### src/rtl/alu_operand_sequencer.sv
// alu_operand_sequencer
//
// Front-end driver for the 4-bit ALU. Raw switches and two active-low
// pushbuttons are synchronised. Each button is debounced and reduced to a
// one-cycle press pulse. The user steps through operand A, operand B and
// the mode code. After the ALU has had time to settle, its flags are
// sampled and the result is held on the outputs until the next enter.
//
// Ports
//   clk          system clock (single domain)
//   rst_n        asynchronous active-low reset
//   sw[3:0]      operand/mode switches, asynchronous to clk
//   key_enter_n  raw enter button, active-low
//   key_clear_n  raw clear button, active-low
//   alu_neg      ALU negative flag
//   alu_cero     ALU zero flag
//   alu_carry    ALU carry flag
//   in1[3:0]     operand A to the ALU
//   in2[3:0]     operand B to the ALU
//   mode[3:0]    operation code to the ALU
//   op_valid     high while a finished operation is shown
//   flags[3:0]   {err, carry, cero, neg} sampled at the end of RUN
//   state_seg    active-low seven-segment step indicator
module alu_operand_sequencer #(
  parameter int DEB_CYCLES    = 500000,
  parameter int SETTLE_CYCLES = 2
) (
  input  logic       clk,
  input  logic       rst_n,
  input  logic [3:0] sw,
  input  logic       key_enter_n,
  input  logic       key_clear_n,
  input  logic       alu_neg,
  input  logic       alu_cero,
  input  logic       alu_carry,
  output logic [3:0] in1,
  output logic [3:0] in2,
  output logic [3:0] mode,
  output logic       op_valid,
  output logic [3:0] flags,
  output logic [6:0] state_seg
);

  localparam int              DEB_W       = (DEB_CYCLES > 1) ? $clog2(DEB_CYCLES) : 1;
  localparam logic [DEB_W-1:0] DEB_LAST   = DEB_W'(DEB_CYCLES - 1);
  localparam logic [3:0]      SETTLE_LAST = 4'(SETTLE_CYCLES - 1);

  localparam logic [6:0] SEG_A     = 7'b0001000;
  localparam logic [6:0] SEG_B     = 7'b0000011;
  localparam logic [6:0] SEG_D     = 7'b0100001;
  localparam logic [6:0] SEG_DASH  = 7'b0111111;
  localparam logic [6:0] SEG_BLANK = 7'b1111111;
  localparam logic [6:0] SEG_E     = 7'b0000110;

  typedef enum logic [2:0] {
    ENTER_A,
    ENTER_B,
    ENTER_M,
    RUN,
    SHOW
  } state_t;

  // Key index 0 is enter, index 1 is clear.
  logic [3:0] sw_meta_q,  sw_meta_d;
  logic [3:0] sw_sync_q,  sw_sync_d;
  logic [1:0] key_meta_q, key_meta_d;
  logic [1:0] key_sync_q, key_sync_d;

  logic [DEB_W-1:0] deb_cnt_q [2];
  logic [DEB_W-1:0] deb_cnt_d [2];
  logic [1:0]       deb_lvl_q, deb_lvl_d;
  logic [1:0]       press_q,   press_d;

  state_t     state_q,    state_d;
  logic [3:0] in1_q,      in1_d;
  logic [3:0] in2_q,      in2_d;
  logic [3:0] mode_q,     mode_d;
  logic [3:0] flags_q,    flags_d;
  logic       op_valid_q, op_valid_d;
  logic [3:0] settle_q,   settle_d;
  logic [6:0] seg_q,      seg_d;

  logic enter_p;
  logic clear_p;
  logic mode_err;

  assign enter_p = press_q[0];
  assign clear_p = press_q[1];

  // Two-flop synchronisers for the asynchronous switch and button inputs.
  always_comb begin
    sw_meta_d  = sw;
    sw_sync_d  = sw_meta_q;
    key_meta_d = {key_clear_n, key_enter_n};
    key_sync_d = key_meta_q;
  end

  // Per-key debounce. The counter only runs while the synchronised level
  // disagrees with the accepted level. A press pulse is produced only when
  // the accepted level falls from released to pressed.
  always_comb begin
    for (int k = 0; k < 2; k++) begin
      deb_cnt_d[k] = '0;
      deb_lvl_d[k] = deb_lvl_q[k];
      press_d[k]   = 1'b0;
      if (key_sync_q[k] != deb_lvl_q[k]) begin
        if (deb_cnt_q[k] == DEB_LAST) begin
          deb_lvl_d[k] = key_sync_q[k];
          press_d[k]   = deb_lvl_q[k];
        end else begin
          deb_cnt_d[k] = deb_cnt_q[k] + 1'b1;
        end
      end
    end
  end

  // Only four mode codes are implemented by the ALU.
  always_comb begin
    case (mode_q)
      4'h0, 4'h1, 4'h3, 4'h4: mode_err = 1'b0;
      default:                mode_err = 1'b1;
    endcase
  end

  // Step sequencer. Clear takes priority over everything, including an
  // enter pulse in the same cycle. RUN ignores enter and only waits out
  // the settle time before sampling the ALU flags.
  always_comb begin
    state_d    = state_q;
    in1_d      = in1_q;
    in2_d      = in2_q;
    mode_d     = mode_q;
    flags_d    = flags_q;
    op_valid_d = op_valid_q;
    settle_d   = settle_q;
    if (clear_p) begin
      state_d    = ENTER_A;
      in1_d      = 4'h0;
      in2_d      = 4'h0;
      mode_d     = 4'h0;
      flags_d    = 4'h0;
      op_valid_d = 1'b0;
      settle_d   = 4'h0;
    end else begin
      case (state_q)
        ENTER_A: begin
          if (enter_p) begin
            in1_d   = sw_sync_q;
            state_d = ENTER_B;
          end
        end
        ENTER_B: begin
          if (enter_p) begin
            in2_d   = sw_sync_q;
            state_d = ENTER_M;
          end
        end
        ENTER_M: begin
          if (enter_p) begin
            mode_d   = sw_sync_q;
            settle_d = 4'h0;
            state_d  = RUN;
          end
        end
        RUN: begin
          if (settle_q == SETTLE_LAST) begin
            flags_d    = {mode_err, alu_carry, alu_cero, alu_neg};
            op_valid_d = 1'b1;
            state_d    = SHOW;
          end else begin
            settle_d = settle_q + 4'h1;
          end
        end
        SHOW: begin
          if (enter_p) begin
            op_valid_d = 1'b0;
            state_d    = ENTER_A;
          end
        end
        default: state_d = ENTER_A;
      endcase
    end
  end

  // The indicator is decoded from the next state so that it is registered
  // alongside the state itself; the error glyph uses the flag being loaded.
  always_comb begin
    case (state_d)
      ENTER_A: seg_d = SEG_A;
      ENTER_B: seg_d = SEG_B;
      ENTER_M: seg_d = SEG_D;
      RUN:     seg_d = SEG_DASH;
      SHOW:    seg_d = flags_d[3] ? SEG_E : SEG_BLANK;
      default: seg_d = SEG_A;
    endcase
  end

  always_ff @(posedge clk or negedge rst_n) begin
    if (!rst_n) begin
      sw_meta_q    <= 4'h0;
      sw_sync_q    <= 4'h0;
      key_meta_q   <= 2'b11;
      key_sync_q   <= 2'b11;
      deb_cnt_q[0] <= '0;
      deb_cnt_q[1] <= '0;
      deb_lvl_q    <= 2'b11;
      press_q      <= 2'b00;
      state_q      <= ENTER_A;
      in1_q        <= 4'h0;
      in2_q        <= 4'h0;
      mode_q       <= 4'h0;
      flags_q      <= 4'h0;
      op_valid_q   <= 1'b0;
      settle_q     <= 4'h0;
      seg_q        <= SEG_A;
    end else begin
      sw_meta_q    <= sw_meta_d;
      sw_sync_q    <= sw_sync_d;
      key_meta_q   <= key_meta_d;
      key_sync_q   <= key_sync_d;
      deb_cnt_q[0] <= deb_cnt_d[0];
      deb_cnt_q[1] <= deb_cnt_d[1];
      deb_lvl_q    <= deb_lvl_d;
      press_q      <= press_d;
      state_q      <= state_d;
      in1_q        <= in1_d;
      in2_q        <= in2_d;
      mode_q       <= mode_d;
      flags_q      <= flags_d;
      op_valid_q   <= op_valid_d;
      settle_q     <= settle_d;
      seg_q        <= seg_d;
    end
  end

  assign in1       = in1_q;
  assign in2       = in2_q;
  assign mode      = mode_q;
  assign flags     = flags_q;
  assign op_valid  = op_valid_q;
  assign state_seg = seg_q;

endmodule

### config.mk
export PLATFORM = sky130hd
export DESIGN_NAME = alu_operand_sequencer
export DESIGN_NICKNAME = d
export VERILOG_FILES = /design/src/rtl/alu_operand_sequencer.sv
export SDC_FILE = /design/constraint.sdc
export NUM_CORES = 1
export LEC_CHECK = 0
export CAP_MARGIN = 25
export CORE_MARGIN = 2
export CORE_UTILIZATION = 30
export CTS_BUF_LIST = sky130_fd_sc_hd__clkbuf_8
export DETAILED_ROUTE_END_ITERATION = 12
export PLACE_DENSITY_LB_ADDON = 0.3
export SKIP_CTS_REPAIR_TIMING = 1
export SKIP_LAST_GASP = 1
export SYNTH_ARGS = -nofsm -noshare
export SYNTH_HDL_FRONTEND = slang
export SYNTH_SLANG_ARGS = --single-unit
### constraint.sdc
create_clock -name clk -period 2.3 [get_ports clk]
set_input_delay 0.69 -clock clk [delete_from_list [all_inputs] [get_ports clk]]
set_output_delay 0.69 -clock clk [all_outputs]
set_load 0.05 [all_outputs]
# --- Word level (Yosys, flattened, before mapping) ---
# Cells that the tools add are included.
word_totals:
  reg_bits: 85
  out_inout_bits: 24
  word_cells: 96
  input_bits: 11
classes:
  n_reduce_logical: 19
  muxes: 36
  eq_ne: 20
  add_sub_neg: 3
op_table:
  columns: ["cell", "count"]
  rows:
  - ["$mux 19", 4]
  - ["$mux 4", 13]
  - ["$add 19x1->19 const B", 2]
  - ["$eq 19x19->1 const B", 2]
  - ["$pmux 7 s4", 1]
  - ["$mux 3", 6]
  - ["$pmux 3 s5", 1]
  - ["$eq 3x2->1 const B", 4]
  - ["$ne 3x3->1 const B", 4]
  - ["$reduce_and 2->1", 6]
  - ["$reduce_bool 2->1", 6]
  - ["$eq 4x1->1 const B", 2]
  - ["$mux 1", 8]
  - ["$pmux 4 s2", 1]
  - ["$mux 7", 1]
  - ["$eq 3x1->1 const B", 2]
  - ["$eq 3x3->1 const B", 2]
  - ["$reduce_and 3->1", 2]
  - ["$reduce_bool 3->1", 2]
  - ["$add 4x1->4 const B", 1]
  - ["$eq 4x2->1 const B", 1]
  - ["$eq 4x3->1 const B", 1]
  - ["$logic_not 4->1", 1]
  - ["$reduce_or 4->1", 1]
  - ["3 further kinds", 4]

# --- Depth between registers and ports, before layout ---
# Gate-level depths: netlist of the first run.
depth:
  depth_word: 8
  ltp_mapped: 6
  ltp_nobuf: 6

# --- Least setup slack after synthesis of the first run ---
# No wires, ideal clock.
synth_path:
  path_kind: "register to register"
  from: "reg deb_cnt_q[19] (netlist name)"
  to: "reg deb_lvl_q[0]"
  path_buffers: 0
  path_slack_ns: 0.609
  t_required_ns: 2.218
  stages_incl_launch_ff: 6
  arrival_ns: 1.609
  period_less_slack_ns: 1.691
  setup_ns: 0.082
  path_cell_list: "dfrtp_1 -> ha_1 -> and4_1 -> nand3_1 -> or3_4 -> mux2_4"
synth_between:
  elab_chain_len: 2
synth_lines:
  columns: ["item", "line", "text"]
  rows:
  - ["start, declared", "69", "logic [DEB_W-1:0] deb_cnt_q [2];"]
  - ["$eq 19x19->1", "107", "if (deb_cnt_q[k] == DEB_LAST) begin"]
  - ["$reduce_and 2->1 (no source line)", null, null]
  - ["end signal, assigned", "223", "deb_lvl_q <= deb_lvl_d;"]
  - ["end, declared", "71", "logic [1:0] deb_lvl_q, deb_lvl_d;"]
# No other way between the ends.
# A chain may end at the register's enable or synchronous reset.

# --- Worst setup path in the final report of the first run ---
layout_path:
  from: "reg mode_q[1] (netlist: mode[1])"
  to: "out mode[1]"
layout_lines:
  columns: ["item", "line", "text"]
  rows:
  - ["start, declared", "77", "logic [3:0] mode_q, mode_d;"]
  - ["start signal, assigned", "228", "mode_q <= mode_d;"]
  - ["end, declared", "38", "output logic [3:0] mode,"]
# No word-level cell between the ends.

==> results of run 1 <==
[report_power, final]
| part | internal [mW] | switching (mW) |
|---|---|---|
| logic | 0.0329 | 0.0504 |
| clock network | 0.539 | 0.551 |
| registers | 1.52 | 0.0196 |
[layout make-up]
cell class | instances | share of cell area (%)
flip-flops and latches | 85 | 45.7
multi-input cells | 251 | 35.5
repair buffers | 42 | 8.95
well taps | 172 | 4.61
clock buffers | 10 | 2.95
clock inverters | 6 | 1.50
inverters | 10 | 0.804
[per-stage QoR]
| step | worst slack [ps] | cells |
|---|---|---|
| 2_1_floorplan | 609 | 354 |
| 3_3_place_gp | 439 | 560 |
| 3_5_place_dp | 434 | 560 |
| 4_1_cts | 20.1 | 576 |
| 5_1_grt | 1.71 | 576 |
| 6_report | 67.3 | 576 |
[worst max path at each step]
stage          cells after the start      endpoint     startpoint  slack [ps]
5_1_grt                            1       mode[1]        mode[1]           2
3_5_place_dp                       1      flags[3]       flags[3]         430
2_1_floorplan                      5  deb_lvl_q[0]  deb_cnt_q[19]         610
4_1_cts                            1       mode[2]        mode[2]          20
6_report                           1       mode[1]        mode[1]          70
3_3_place_gp                       7  state_seg[0]    settle_q[1]         440
[sequential cells by signal (all words and copies together), names as in the netlist, 4 cells and up]
| name | flops |
|---|---|
| in2 | 4 |
| mode | 4 |
| in1 | 4 |
| sw_sync_q | 4 |
| deb_cnt_q | 38 |
| settle_q | 4 |
| state_seg | 7 |
| sw_meta_q | 4 |
| flags | 4 |
[logic make-up after synthesis]
kind of cell / count (synthesis)
compound gates: 31
simple gates: 168
fa+ha+maj: 4
mux: 16
flops: 85
xor+xnor: 32
buf+inv: 18
[cell usage in the layout (no fill, tap or decap), types with 7 or more instances in the layout]
cell type,n
dfrtp_1,78
nor2_1,58
clkdlybuf4s50_1,28
xnor2_1,23
nand2_1,21
nand3_1,19
nor3_1,14
a21oi_1,13
mux2i_1,13
inv_1,10
nor4_1,10
clkbuf_8,10
xor2_1,9
buf_4,9
nand4_1,7
dfstp_2,7
[routing by layer]
| layer | global-route usage, % | vias up | wire [um] |
|---|---|---|---|
| met2 | 17.6 | 47 | 3350 |
| met3 | 4.17 | 12 | 319 |
| li1 | - | 1334 | - |
| met4 | 4.29 | 0 | 138 |
| met5 | 0 | - | 0 |
| met1 | 15.5 | 1259 | 3640 |
==> summary.md, run 1 <==
| Metric | Value |
|---|---|
| Number of enable flip-flop cells after synthesis | 0 |
| CTS root buf | clkbuf_8 |
| Ant diodes | 0 |
| Htree depth | 3 |
| Placed Area | roughly 0.0045 mm2 |
| WL per Instance | 12.9 um |
| WP buf/inv | 1 |
| All-layer global routing usage | 11.7% |
| Clock Skews | approximately 8.4 ps |
| Port Buffer Count | 34 |
| Utilization of the core after routing | between 30 and 40% |
| Worst flop-to-flop path startpoint | settle_q[1] |
| Die Wd | 117 um |
| Via Count | between 2000 and 3000 |
| Largest net degree at the start of global routing | 39 |
| Slew margin rel. | between 60% and 70% |
| Synth Flop Type | dfrtp_1 |
| Fin crit period | approximately 2200 ps |
| Fraction of layout cells with a size suffix above 1 | 13.6% |
| Max Cap Viol | 0 |
| Area contributors post-synth | dfrtp_1, nor2_1, xnor2_1 |
| CP Launch Type | flip-flop |
| GRT overflow | 0 |
| Crit-path max cell delay | 810 ps |
| Final Setup Violations | 0 |
| VDD IR max | just under 0.3 mV |
| Synth Cell Area | between 0.003 and 0.004 mm2 |
| Total power | ~2.7 mW |
| Mapped Cells | 354 |
| CP endpoint kind | primary output |
| WHS | between 200 and 300 ps |
| IO Count | 35 |
| Critical path class | flip-flop to primary output |
| Adder-Cell Fraction of Synth Area | under 10% |
| Req. time, crit path | 1610 ps |
| Routed Wire Length | 7.45 mm |
| Post-route cell area | about 0.0047 mm2 |
| Initial DRC count | roughly 100 |
| Via density | 4.60 |
| Fill cell count | between 1000 and 1500 |
| Slew Limit Fails | 0 |
| Bufs on Longest Clock Path | 2 |
| Global-route wire length before repair | ~13 mm |
| Hpwl dp | a little over 5 mm |
| Worst-path maximum fanout | 3 |
| Sequential-to-total area share from yosys stat | between 50 and 60% |
| Distinct cells, synth | 58 |
| Synth Area in Compound Gates | ~5.4% |
| Syn. warnings | 0 |
| FF-to-FF setup slack | 450 ps |
| Status | finished clean |
| Antenna violations before repair | 0 |
| CTS Sinks | 85 |
| CTS tree | done |
| Commonest cells post-synth | dfrtp_1, nor2_1, xnor2_1 |
| Antenna Nets Post-Route | 0 |
| Final Wtd Congestion | around 0.8 |
| Initial core utilization | 30.6% |
| Delay-heaviest family, CP | buffers and inverters |
| DR pass1 iterations | 4 |
| CTS Buf Count | 9 |
| Register Area | 0.00214 mm2 |
| CP Cell Sequence | clkdlybuf4s50_1 |
| Syn nets | approximately 370 |
| Post-synthesis mux area share | 4.34% |
| Core footprint | ~0.013 mm2 |
| Post-Synth Simple-Gate Area | between 20% and 30% |
| Clk_lat worst skew | 360 ps |
| Slowest CP cell | clkdlybuf4s50_1 |
| Area occupied by multi-input gates | between 0.0015 and 0.002 mm2 |
| Hold Vio Cnt, Final | 0 |
| Most frequent cell after synthesis | dfrtp_1 |
| Post-Route Setup TNS | 0 ps |
| CP Data Arrival Time | 1540 ps |
| PwrDens | 580 mW/mm2 |
| R2R depth | 7 |
| Xor/xnor cell area share of the yosys netlist | between 7 and 8% |
| Die height | roughly 120 um |
| # rows | 41 |
| Synthesized area per cell | about 11 um2 |
| Combinational family with the most area after synthesis | simple AND/OR/NAND/NOR gates |
| Final Net Count | 414 |
| Vias in the first global route | between 2000 and 3000 |
| Worst-margin pin slew | between 500 and 600 ps |
| HP Class | input pin to asynchronous set/reset pin |
| Synth top area share | between 50% and 60% |
| DRC errors left | 0 |
| Clk slew on worst S/H paths | roughly 90 ps |
| Async SR Flop Fraction | between 90% and 100% |
| Fmax achieved | approximately 450 MHz |
| Die ar. | between 0.01 and 0.015 mm2 |
| Synthesis-stage register bit count | 85 |
| Syn-to-layout area delta | 20.9% |
| Fin crit share | a little over nine tenths |
| Unrepaired setup endpoints after global routing | false |
| Leak | approximately 2.0 nW |
| Cell taking the most area after synthesis | dfrtp_1 |
| RR Endpoint | state_seg[0] |
No activity file was read; power rests on OpenSTA's default activity.
==> inputs of run 2 (changes only) <==
--- a/config.mk
+++ b/config.mk
@@ -11,6 +11,7 @@
 export CTS_BUF_LIST = sky130_fd_sc_hd__clkbuf_8
 export DETAILED_ROUTE_END_ITERATION = 12
 export PLACE_DENSITY_LB_ADDON = 0.3
+export RECOVER_POWER = 25
 export SKIP_CTS_REPAIR_TIMING = 1
 export SKIP_LAST_GASP = 1
 export SYNTH_ARGS = -nofsm -noshare
==> summary.md, run 2 (synthesis gave the netlist of run 1 again) <==
| Metric | Value |
|---|---|
| Bufs on Longest Clock Path | 2 (unchanged) |
| CP Data Arrival Time | 1540 ps (about the same) |
| Crit. path cell count | 1 (unchanged) |
| DRC errors left | 0 (unchanged) |
| CTS root buf | clkbuf_8 (unchanged) |
| VDD IR max | 0.296 mV (was 0.298 mV) |
| Fill cell count | 1258 (was 1257) |
| R2R depth | 7 (unchanged) |
| Htree depth | 3 (unchanged) |
| Slew Limit Fails | 0 (unchanged) |
| Slowest CP cell | clkdlybuf4s50_1 (unchanged) |
| Delay-heaviest family, CP | buffers and inverters (unchanged) |
| Initial core utilization | 30.6% (unchanged) |
| Critical path class | flip-flop to primary output (unchanged) |
| All-layer global routing usage | 11.7% (unchanged) |
| Port Buffer Count | 34 (unchanged) |
| # rows | 41 (unchanged) |
| Clock Skews | 8.41 ps (unchanged) |
| Die ar. | 0.0138 mm2 (unchanged) |
| WL per Instance | 12.9 um (about the same) |
| Final Net Count | 414 (unchanged) |
| Via density | 4.60 (unchanged) |
| Fraction of layout cells with a size suffix above 1 | 13.6% (unchanged) |
| Die height | 117 um (unchanged) |
| Max reg flops | 38 (unchanged) |
| Area occupied by multi-input gates | 0.00166 mm2 (unchanged) |
| Vias in the first global route | 2626 (unchanged) |
| Clk_lat worst skew | 360 ps (about the same) |
| Post-route cell area | 0.00467 mm2 (about the same) |
| Post-Route Setup TNS | 0 ps (unchanged) |
| Register Area | 0.00214 mm2 (unchanged) |
| Fin crit period | 2230 ps (unchanged) |
| DR pass1 iterations | 4 (unchanged) |
| Clk network pwr share | 40.3% (was 40.2%) |
| Crit-path max cell delay | 810 ps (about the same) |
| Combinational share of power | 3.0% (was 3.1%) |
| Seq pwr share | 56.7% (about the same) |
| PwrDens | 580 mW/mm2 (about the same) |
| CP endpoint kind | primary output (unchanged) |
| Status | finished clean (unchanged) |
| IO Count | 35 (unchanged) |
| Fmax achieved | 448 MHz (unchanged) |
| Top reg by flops | deb_cnt_q (unchanged) |
| Antenna violations before repair | 0 (unchanged) |
| Utilization of the core after routing | 37.0% (about the same) |
| Fin crit share | 97.1% (unchanged) |
| Internal power | 2.08 mW (was 2.09 mW) |
| WP buf/inv | 1 (unchanged) |
| HP Class | flip-flop to flip-flop (was input pin to asynchronous set/reset pin) |
| Via Count | 2652 (unchanged) |
| CP Cell Sequence | clkdlybuf4s50_1 (unchanged) |
| Largest net degree at the start of global routing | 39 (unchanged) |
| NetSw | 621 uW (about the same) |
| Hold Vio Cnt, Final | 0 (unchanged) |
| Global-route wire length before repair | 12.9 mm (unchanged) |
| Antenna Nets Post-Route | 0 (unchanged) |
| Commonest non-fill, non-tap cells in the layout | dfrtp_1, nor2_1, xnor2_1, clkdlybuf4s50_1, nand2_1 (was dfrtp_1, nor2_1, clkdlybuf4s50_1, xnor2_1, nand2_1) |
| Worst-path maximum fanout | 3 (unchanged) |
| CTS tree | done (unchanged) |
| Worst-margin pin slew | 995 ps (was 539 ps) |
| Placed Area | 0.00445 mm2 (unchanged) |
| CTS Sinks | 85 (unchanged) |
| Leak | 2.02 nW (about the same) |
| Hold Path Depth | 0 |
| Core footprint | 0.0126 mm2 (unchanged) |
| Final Wtd Congestion | 0.796 (unchanged) |
| Max Cap Viol | 0 (unchanged) |
| Most common cell after layout, fill and taps aside | dfrtp_1 (unchanged) |
| Sw Ratio | 23.0% (was 22.9%) |
| Slew margin rel. | 33.6% (was 63.8%) |
| Req. time, crit path | 1610 ps (about the same) |
| Hpwl dp | 5.20 mm (unchanged) |
| CP Launch Type | flip-flop (unchanged) |
| Clk slew on worst S/H paths | 90 ps (about the same) |
| Routed Wire Length | 7.45 mm (about the same) |
| Initial DRC count | 101 (unchanged) |
| Final Setup Violations | 0 (unchanged) |
| Die Wd | 117 um (unchanged) |
| Syn-to-layout area delta | 20.9% (about the same) |
| Unrepaired setup endpoints after global routing | false (unchanged) |
| CTS Buf Count | 9 (unchanged) |
| GRT overflow | 0 (unchanged) |
| Ant diodes | 0 (unchanged) |
-- run 2: cell types whose count changed in the layout (fill, tap and decap cells not counted) --
cell             previous run  this run
dlygate4sd3_1               0         6
clkdlybuf4s50_1            28        22
clkbuf_2                    0         1
buf_4                       9         8
-- run 2: path summary, 6_finish.rpt --
| check | from | to | slack, ps |
|---|---|---|---|
| worst max-delay path | mode[1] | mode[1] | 70 |
| worst min-delay path | sw_meta_q[0] | sw_sync_q[0] | 350 |
| worst max register to register | settle_q[1] | state_seg[0] | 450 |
| worst min register to register | sw_meta_q[0] | sw_sync_q[0] | 350 |
| max in group asynchronous | rst_n | key_meta_q[0] | 1010 |
| min in group asynchronous | rst_n | deb_cnt_q[34] | 480 |
-- run 2: layout make-up --
class                   count  share of cell area, %
well taps                 172                   4.61
clock buffers              10                   2.95
flip-flops and latches     85                   45.8
inverters                  10                  0.804
repair buffers             42                   8.90
clock inverters             6                   1.50
multi-input cells         251                   35.5
-- run 2: power by group through the flow --
stage	registers [mW]	logic [mW]	clock network [mW]
after global routing	1.54	0.0954	1.21
after global placement	1.56	0.0867	0
after detailed placement	1.56	0.0872	0
after CTS	1.54	0.0874	1.15
after floorplan	1.56	0.0293	0
final	1.53	0.0807	1.09
-- run 2: stage by stage --
| step | setup WS (ps) | hold WS, ps | power, mW | cells |
|---|---|---|---|---|
| after floorplan | 609 | 331 | 1.59 | 354 |
| after global placement | 439 | 335 | 1.65 | 560 |
| after detailed placement | 434 | 335 | 1.65 | 560 |
| after CTS | 20.1 | 303 | 2.77 | 576 |
| after global routing | 1.71 | 368 | 2.84 | 576 |
| final | 67.3 | 354 | 2.71 | 576 |
-- run 2: per-layer routing --
| layer | vias to the layer above | wire [um] | GRT usage, % |
|---|---|---|---|
| met2 | 47 | 3350 | 17.6 |
| met4 | 0 | 138 | 4.29 |
| li1 | 1334 | - | - |
| met1 | 1259 | 3650 | 15.5 |
| met5 | - | 0 | 0 |
| met3 | 12 | 319 | 4.17 |
